===== config.mk =====
export PLATFORM = sky130hd
export DESIGN_NAME = vga_timing_gen_flat
export DESIGN_NICKNAME = d
export VERILOG_FILES = /design/src/rtl/vga_timing_if.sv /design/src/rtl/vga_timing_gen.sv /design/src/flat_wrapper.sv
export SDC_FILE = /design/constraint.sdc
export NUM_CORES = 1
export LEC_CHECK = 0
export ABC_CLOCK_PERIOD_IN_PS = 2980
export BUFFER_PORTS_ARGS = -buffer_cell sky130_fd_sc_hd__buf_2
export CAP_MARGIN = 20
export CORE_AREA = 4 4 72 74
export DETAILED_ROUTE_END_ITERATION = 6
export DIE_AREA = 0 0 76 78
export GPL_ROUTABILITY_DRIVEN = 0
export HOLD_SLACK_MARGIN = 0.15
export PLACE_DENSITY = 0.56
export SYNTH_ARGS = -nofsm -noshare
export SYNTH_HDL_FRONTEND = slang
export SYNTH_SLANG_ARGS = --single-unit

===== constraint.sdc =====
create_clock -name clk -period 2.98 [get_ports clk]
set_input_delay 0.149 -clock clk [delete_from_list [all_inputs] [get_ports clk]]
set_output_delay 0.149 -clock clk [all_outputs]
set_load 0.05 [all_outputs]

===== src/rtl/vga_timing_if.sv =====
// Bundle of VGA raster timing outputs: the generator drives it through the
// master modport, while displays and pixel pipelines read it through the slave modport.
interface vga_timing_if;
  logic       vga_clk_enable;
  logic [9:0] hcount;
  logic [9:0] vcount;
  logic       hsync;
  logic       vsync;
  logic       hbright;
  logic       vbright;
  logic       bright;
  logic       frame_start;
  logic       line_start;

  modport master (
    output vga_clk_enable, hcount, vcount, hsync, vsync,
           hbright, vbright, bright, frame_start, line_start
  );

  modport slave (
    input  vga_clk_enable, hcount, vcount, hsync, vsync,
           hbright, vbright, bright, frame_start, line_start
  );
endinterface


===== src/rtl/vga_timing_gen.sv =====
// VGA raster timing generator: a half-rate pixel strobe drives the column and line
// counters, and the sync, blanking and start strobes are registered from the next counter values.
module vga_timing_gen #(
  parameter int H_VISIBLE = 640,
  parameter int H_FRONT   = 16,
  parameter int H_SYNC    = 96,
  parameter int H_BACK    = 48,
  parameter int V_VISIBLE = 480,
  parameter int V_FRONT   = 10,
  parameter int V_SYNC    = 2,
  parameter int V_BACK    = 29
) (
  input  logic         clk,
  input  logic         rst,
  vga_timing_if.master vga
);

  localparam int H_TOTAL = H_VISIBLE + H_FRONT + H_SYNC + H_BACK;
  localparam int V_TOTAL = V_VISIBLE + V_FRONT + V_SYNC + V_BACK;

  localparam logic [9:0] H_LAST       = 10'(H_TOTAL - 1);
  localparam logic [9:0] H_VIS_END    = 10'(H_VISIBLE);
  localparam logic [9:0] H_SYNC_FIRST = 10'(H_VISIBLE + H_FRONT);
  localparam logic [9:0] H_SYNC_LAST  = 10'(H_VISIBLE + H_FRONT + H_SYNC - 1);
  localparam logic [9:0] V_LAST       = 10'(V_TOTAL - 1);
  localparam logic [9:0] V_VIS_END    = 10'(V_VISIBLE);
  localparam logic [9:0] V_SYNC_FIRST = 10'(V_VISIBLE + V_FRONT);
  localparam logic [9:0] V_SYNC_LAST  = 10'(V_VISIBLE + V_FRONT + V_SYNC - 1);

  logic       en_q, en_d;
  logic [9:0] hcount_q, hcount_d;
  logic [9:0] vcount_q, vcount_d;
  logic       hsync_q, hsync_d;
  logic       vsync_q, vsync_d;
  logic       hbright_q, hbright_d;
  logic       vbright_q, vbright_d;
  logic       bright_q, bright_d;
  logic       frame_start_q, frame_start_d;
  logic       line_start_q, line_start_d;

  always_comb begin
    en_d     = ~en_q;
    hcount_d = hcount_q;
    vcount_d = vcount_q;

    // ">=" rather than "==" so an out-of-range count recovers on the next advance.
    if (en_q) begin
      if (hcount_q >= H_LAST) begin
        hcount_d = '0;
        if (vcount_q >= V_LAST) begin
          vcount_d = '0;
        end else begin
          vcount_d = vcount_q + 10'd1;
        end
      end else begin
        hcount_d = hcount_q + 10'd1;
        if (vcount_q > V_LAST) begin
          vcount_d = '0;
        end
      end
    end

    // Decoding the next counts keeps these flops aligned with the counters.
    hsync_d       = !((hcount_d >= H_SYNC_FIRST) && (hcount_d <= H_SYNC_LAST));
    vsync_d       = !((vcount_d >= V_SYNC_FIRST) && (vcount_d <= V_SYNC_LAST));
    hbright_d     = (hcount_d < H_VIS_END);
    vbright_d     = (vcount_d < V_VIS_END);
    bright_d      = hbright_d && vbright_d;
    line_start_d  = en_q && (hcount_d == 10'd0);
    frame_start_d = line_start_d && (vcount_d == 10'd0);
  end

  always_ff @(posedge clk or posedge rst) begin
    if (rst) begin
      en_q          <= 1'b0;
      hcount_q      <= '0;
      vcount_q      <= '0;
      hsync_q       <= 1'b1;
      vsync_q       <= 1'b1;
      hbright_q     <= 1'b1;
      vbright_q     <= 1'b1;
      bright_q      <= 1'b1;
      frame_start_q <= 1'b0;
      line_start_q  <= 1'b0;
    end else begin
      en_q          <= en_d;
      hcount_q      <= hcount_d;
      vcount_q      <= vcount_d;
      hsync_q       <= hsync_d;
      vsync_q       <= vsync_d;
      hbright_q     <= hbright_d;
      vbright_q     <= vbright_d;
      bright_q      <= bright_d;
      frame_start_q <= frame_start_d;
      line_start_q  <= line_start_d;
    end
  end

  assign vga.vga_clk_enable = en_q;
  assign vga.hcount         = hcount_q;
  assign vga.vcount         = vcount_q;
  assign vga.hsync          = hsync_q;
  assign vga.vsync          = vsync_q;
  assign vga.hbright        = hbright_q;
  assign vga.vbright        = vbright_q;
  assign vga.bright         = bright_q;
  assign vga.frame_start    = frame_start_q;
  assign vga.line_start     = line_start_q;

endmodule


===== src/flat_wrapper.sv =====
// flat-port wrapper written by rule: the top's interface ports become plain ports
module vga_timing_gen_flat 
#(
  parameter int H_VISIBLE = 640,
  parameter int H_FRONT   = 16,
  parameter int H_SYNC    = 96,
  parameter int H_BACK    = 48,
  parameter int V_VISIBLE = 480,
  parameter int V_FRONT   = 10,
  parameter int V_SYNC    = 2,
  parameter int V_BACK    = 29
)
  (clk, rst, vga_vga_clk_enable, vga_hcount, vga_vcount, vga_hsync, vga_vsync, vga_hbright, vga_vbright, vga_bright, vga_frame_start, vga_line_start);
  vga_timing_if vga_i ();
  input  logic clk;
  input  logic rst;
  output wire logic [$bits(vga_i.vga_clk_enable)-1:0] vga_vga_clk_enable;
  output wire logic [$bits(vga_i.hcount)-1:0] vga_hcount;
  output wire logic [$bits(vga_i.vcount)-1:0] vga_vcount;
  output wire logic [$bits(vga_i.hsync)-1:0] vga_hsync;
  output wire logic [$bits(vga_i.vsync)-1:0] vga_vsync;
  output wire logic [$bits(vga_i.hbright)-1:0] vga_hbright;
  output wire logic [$bits(vga_i.vbright)-1:0] vga_vbright;
  output wire logic [$bits(vga_i.bright)-1:0] vga_bright;
  output wire logic [$bits(vga_i.frame_start)-1:0] vga_frame_start;
  output wire logic [$bits(vga_i.line_start)-1:0] vga_line_start;
  assign vga_vga_clk_enable = vga_i.vga_clk_enable;
  assign vga_hcount = vga_i.hcount;
  assign vga_vcount = vga_i.vcount;
  assign vga_hsync = vga_i.hsync;
  assign vga_vsync = vga_i.vsync;
  assign vga_hbright = vga_i.hbright;
  assign vga_vbright = vga_i.vbright;
  assign vga_bright = vga_i.bright;
  assign vga_frame_start = vga_i.frame_start;
  assign vga_line_start = vga_i.line_start;
  vga_timing_gen #(.H_VISIBLE(H_VISIBLE), .H_FRONT(H_FRONT), .H_SYNC(H_SYNC), .H_BACK(H_BACK), .V_VISIBLE(V_VISIBLE), .V_FRONT(V_FRONT), .V_SYNC(V_SYNC), .V_BACK(V_BACK)) u_core (.clk(clk), .rst(rst), .vga(vga_i));
endmodule

==> results.json <==
{
  "reg2reg_slack_ns": 0.31,
  "grtUsageTotal_pct": 13.85,
  "initial_core_util_pct": 33.96,
  "register_area_um2": 706.9,
  "synth_cell_type_count": 48,
  "gr-total-overflow": 0,
  "fp.dieArea_um2": 5928,
  "vias_per_cell": 5.484,
  "ys_async_sr_fraction_pct": 100.0,
  "wl_met3_um": 243,
  "hold_violations": 0,
  "post-synth-top-area-cell": "dfrtp_1",
  "grt_max_degree": 18,
  "synth_top_area_share_pct": 36.86,
  "postRouteAntennaNets": 0,
  "r2r-start": "u_core.vga.hcount[1]",
  "fin_tns_setup_ns": 0,
  "p_per_area_nw_per_um2": 324.8,
  "synthTopCellsByArea": "dfrtp_1 (37%), dfstp_2 (8.4%), nand2_1 (5.5%), o21ai_0 (4.5%), nor3_1 (2.9%)",
  "rsz0062_at_grt": "false",
  "vdd_ir_drop_max_v": 0.0001855,
  "syn_to_final_growth_pct": 20.11,
  "antenna_found_initial": 0,
  "insertion_delay_ns": 0.28,
  "syn_avg_cell_area_um2": 9.240,
  "final_layout_size_suffix_gt1_share_pct": 27.94,
  "finalWirelength_mm": 3.961,
  "worstMarginPinSlew_ns": 0.5676,
  "grt_pass1_vias": 1398,
  "worst_r2r_path_depth": 7,
  "diodes": 0,
  "clock_sinks": 28,
  "drc": 0,
  "path_max_fanout": 7,
  "period_needed_ns": 2.665,
  "wl_per_cell_um": 15.35,
  "start_kind": "flip-flop",
  "status": "finished clean",
  "worst_r2r_endpoint": "u_core.vga.frame_start",
  "top_layer": "met4",
  "clkSlewWorstSetupHoldPaths_ns": 0.10,
  "cts_setup_buffers": 0,
  "cts_tree": "done",
  "cts_root_buf": "clkbuf_8",
  "ys_seq_elements": 28,
  "fin_crit_sh_pct": 89.44,
  "cp_data_arrival_time_ns": 2.83,
  "nets": 210,
  "wl_met2_mm": 1.743,
  "path_class": "reg2reg",
  "slew_violations": 0,
  "relSlewSlack_pct": 62.12,
  "grt_pass1_wl_mm": 6.796,
  "clock_skew_ns": 0.007549,
  "dp_hpwl_mm": 2.936,
  "die_w_um": 76,
  "yosysSeqAreaShare_pct": 45.27,
  "cp-end-kind": "flip-flop",
  "synthesis.nets": 174,
  "postSynthCellCount": 169,
  "finalSetupViolCount": 0,
  "synthFlopType": "dfrtp_1",
  "min_path_type": "in2async",
  "die_y_um": 78,
  "syn_area_um2": 1561,
  "p_total_uw": 609.1,
  "core_area_um2": 4598,
  "rows": 25,
  "yosysWarnings": 0,
  "power_leakage_nw": 0.9136,
  "fillCellCount": 456,
  "numCtsBuffers": 3,
  "h-tree-depth": 1,
  "drt_iter0_markers": 65,
  "drt_first_pass_iters": 5,
  "io_pins": 30,
  "port_buffers": 29,
  "cts_buffer_depth": 2,
  "hold_ws_ns": 0.4527,
  "multi_input_comb_area_um2": 802.0,
  "vias": 1415,
  "synth-edff-count": 0,
  "yosys-top-cells-count": "dfrtp_1 (23), nand2_1 (23), o21ai_0 (14)",
  "cap_violations": 0,
  "cp_data_required_time_ns": 3.15,
  "fmax_ghz": 0.3752,
  "wirelength_met1_mm": 1.943
}
[stage by stage]
step                worst slack (ns)  util, %  cells  instance area [um2]
floorplan                     0.2714        -    169                 1562
global placement              0.1973    38.91    252                 1789
detailed placement            0.1287    39.51    253                 1817
CTS                           0.1002    40.71    258                 1872
global route                  0.1189    40.79    258                 1876
finish                        0.3148    40.79    258                 1876
[power by group]
group          leakage, nW  total (mW)  switching, mW  internal (mW)
Clock               0.0228       0.216          0.120         0.0960
Sequential           0.360       0.380              0          0.380
Combinational        0.531      0.0132        0.00819        0.00501
Total                0.914       0.609          0.128          0.481
[flip-flops by register name, indices dropped and copies added (netlist names)]
register,flops
u_core.vga.hbright,1
u_core.vga.frame_start,1
u_core.vga.hcount,10
u_core.vga.vbright,1
u_core.vga.vsync,1
u_core.vga.line_start,1
u_core.vga.vga_clk_enable,1
u_core.vga.vcount,10
u_core.vga.hsync,1
u_core.vga.bright,1
[area by class of cell]
type                            instances  share of cell area [%]
Sequential cell                        28                   37.69
Inverter                                7                   1.401
Tap cell                               54                   3.602
Clock buffer                            4                   2.402
Timing Repair Buffer                   37                   12.14
Multi-Input combinational cell        128                   42.76
[metal layers]
metal	global-route usage, %	up-vias
li1	-	690
met1	19.59	669
met2	20.98	50
met3	3.828	6
met4	3.025	0
met5	0	-
[worst max-delay path, cell delays in order, from the launching register on]
cell     delay [ns]
dfrtp_1        0.46
ha_1           0.31
nand4_2        0.22
a211o_1        0.37
or4_1          0.51
a31oi_1        0.33
or3_1          0.17
and4b_1        0.18
[repair_timing]
action,in CTS,in global routing
setup endpoints to repair,0,2
gates resized for setup,0,1
hold endpoints to repair,11,0
hold buffers,1,0
[kinds of logic (layout without fill, tap and decap cells)]
kind of cell,Yosys count,in the layout,synth area share [%]
buffers and inverters,13,48,3.606
adders and majority gates,3,3,2.404
xor gates and xnor gates,3,3,1.683
AOI/OAI and AO/OA,41,41,18.75
DFF,28,28,45.27
and+or+nand+nor,80,80,27.56
muxes,1,1,0.7211
[cells in the final DEF, fill, tap and decap left out, types with 3 or more instances in the layout]
master	n
and3_1	4
nand3_1	7
inv_1	7
buf_4	6
buf_2	29
ha_1	3
a21o_1	4
nor3_1	9
or3_1	3
a21oi_1	5
nor3b_1	3
dfrtp_1	23
nor2_1	11
o21ai_0	14
nor4_1	3
clkbuf_8	3
dfstp_2	5
xor2_1	3
nand2_1	23
[how the worst max path moves through the flow]
| stage | end | slack [ns] | startpoint | depth (start not counted) |
|---|---|---|---|---|
| after global routing | u_core.vga.frame_start | 0.12 | u_core.vga.hcount[1] | 7 |
| after detailed placement | u_core.vga.vsync | 0.13 | u_core.vga.hcount[1] | 8 |
| after global placement | u_core.vga.vsync | 0.20 | u_core.vga.hcount[1] | 8 |
| after floorplan | u_core.vga.vsync | 0.27 | u_core.vga.hcount[1] | 8 |
| final | u_core.vga.frame_start | 0.31 | u_core.vga.hcount[1] | 7 |
| after CTS | u_core.vga.vsync | 0.10 | u_core.vga.hcount[1] | 8 |
(Power assumes the default switching activity.)
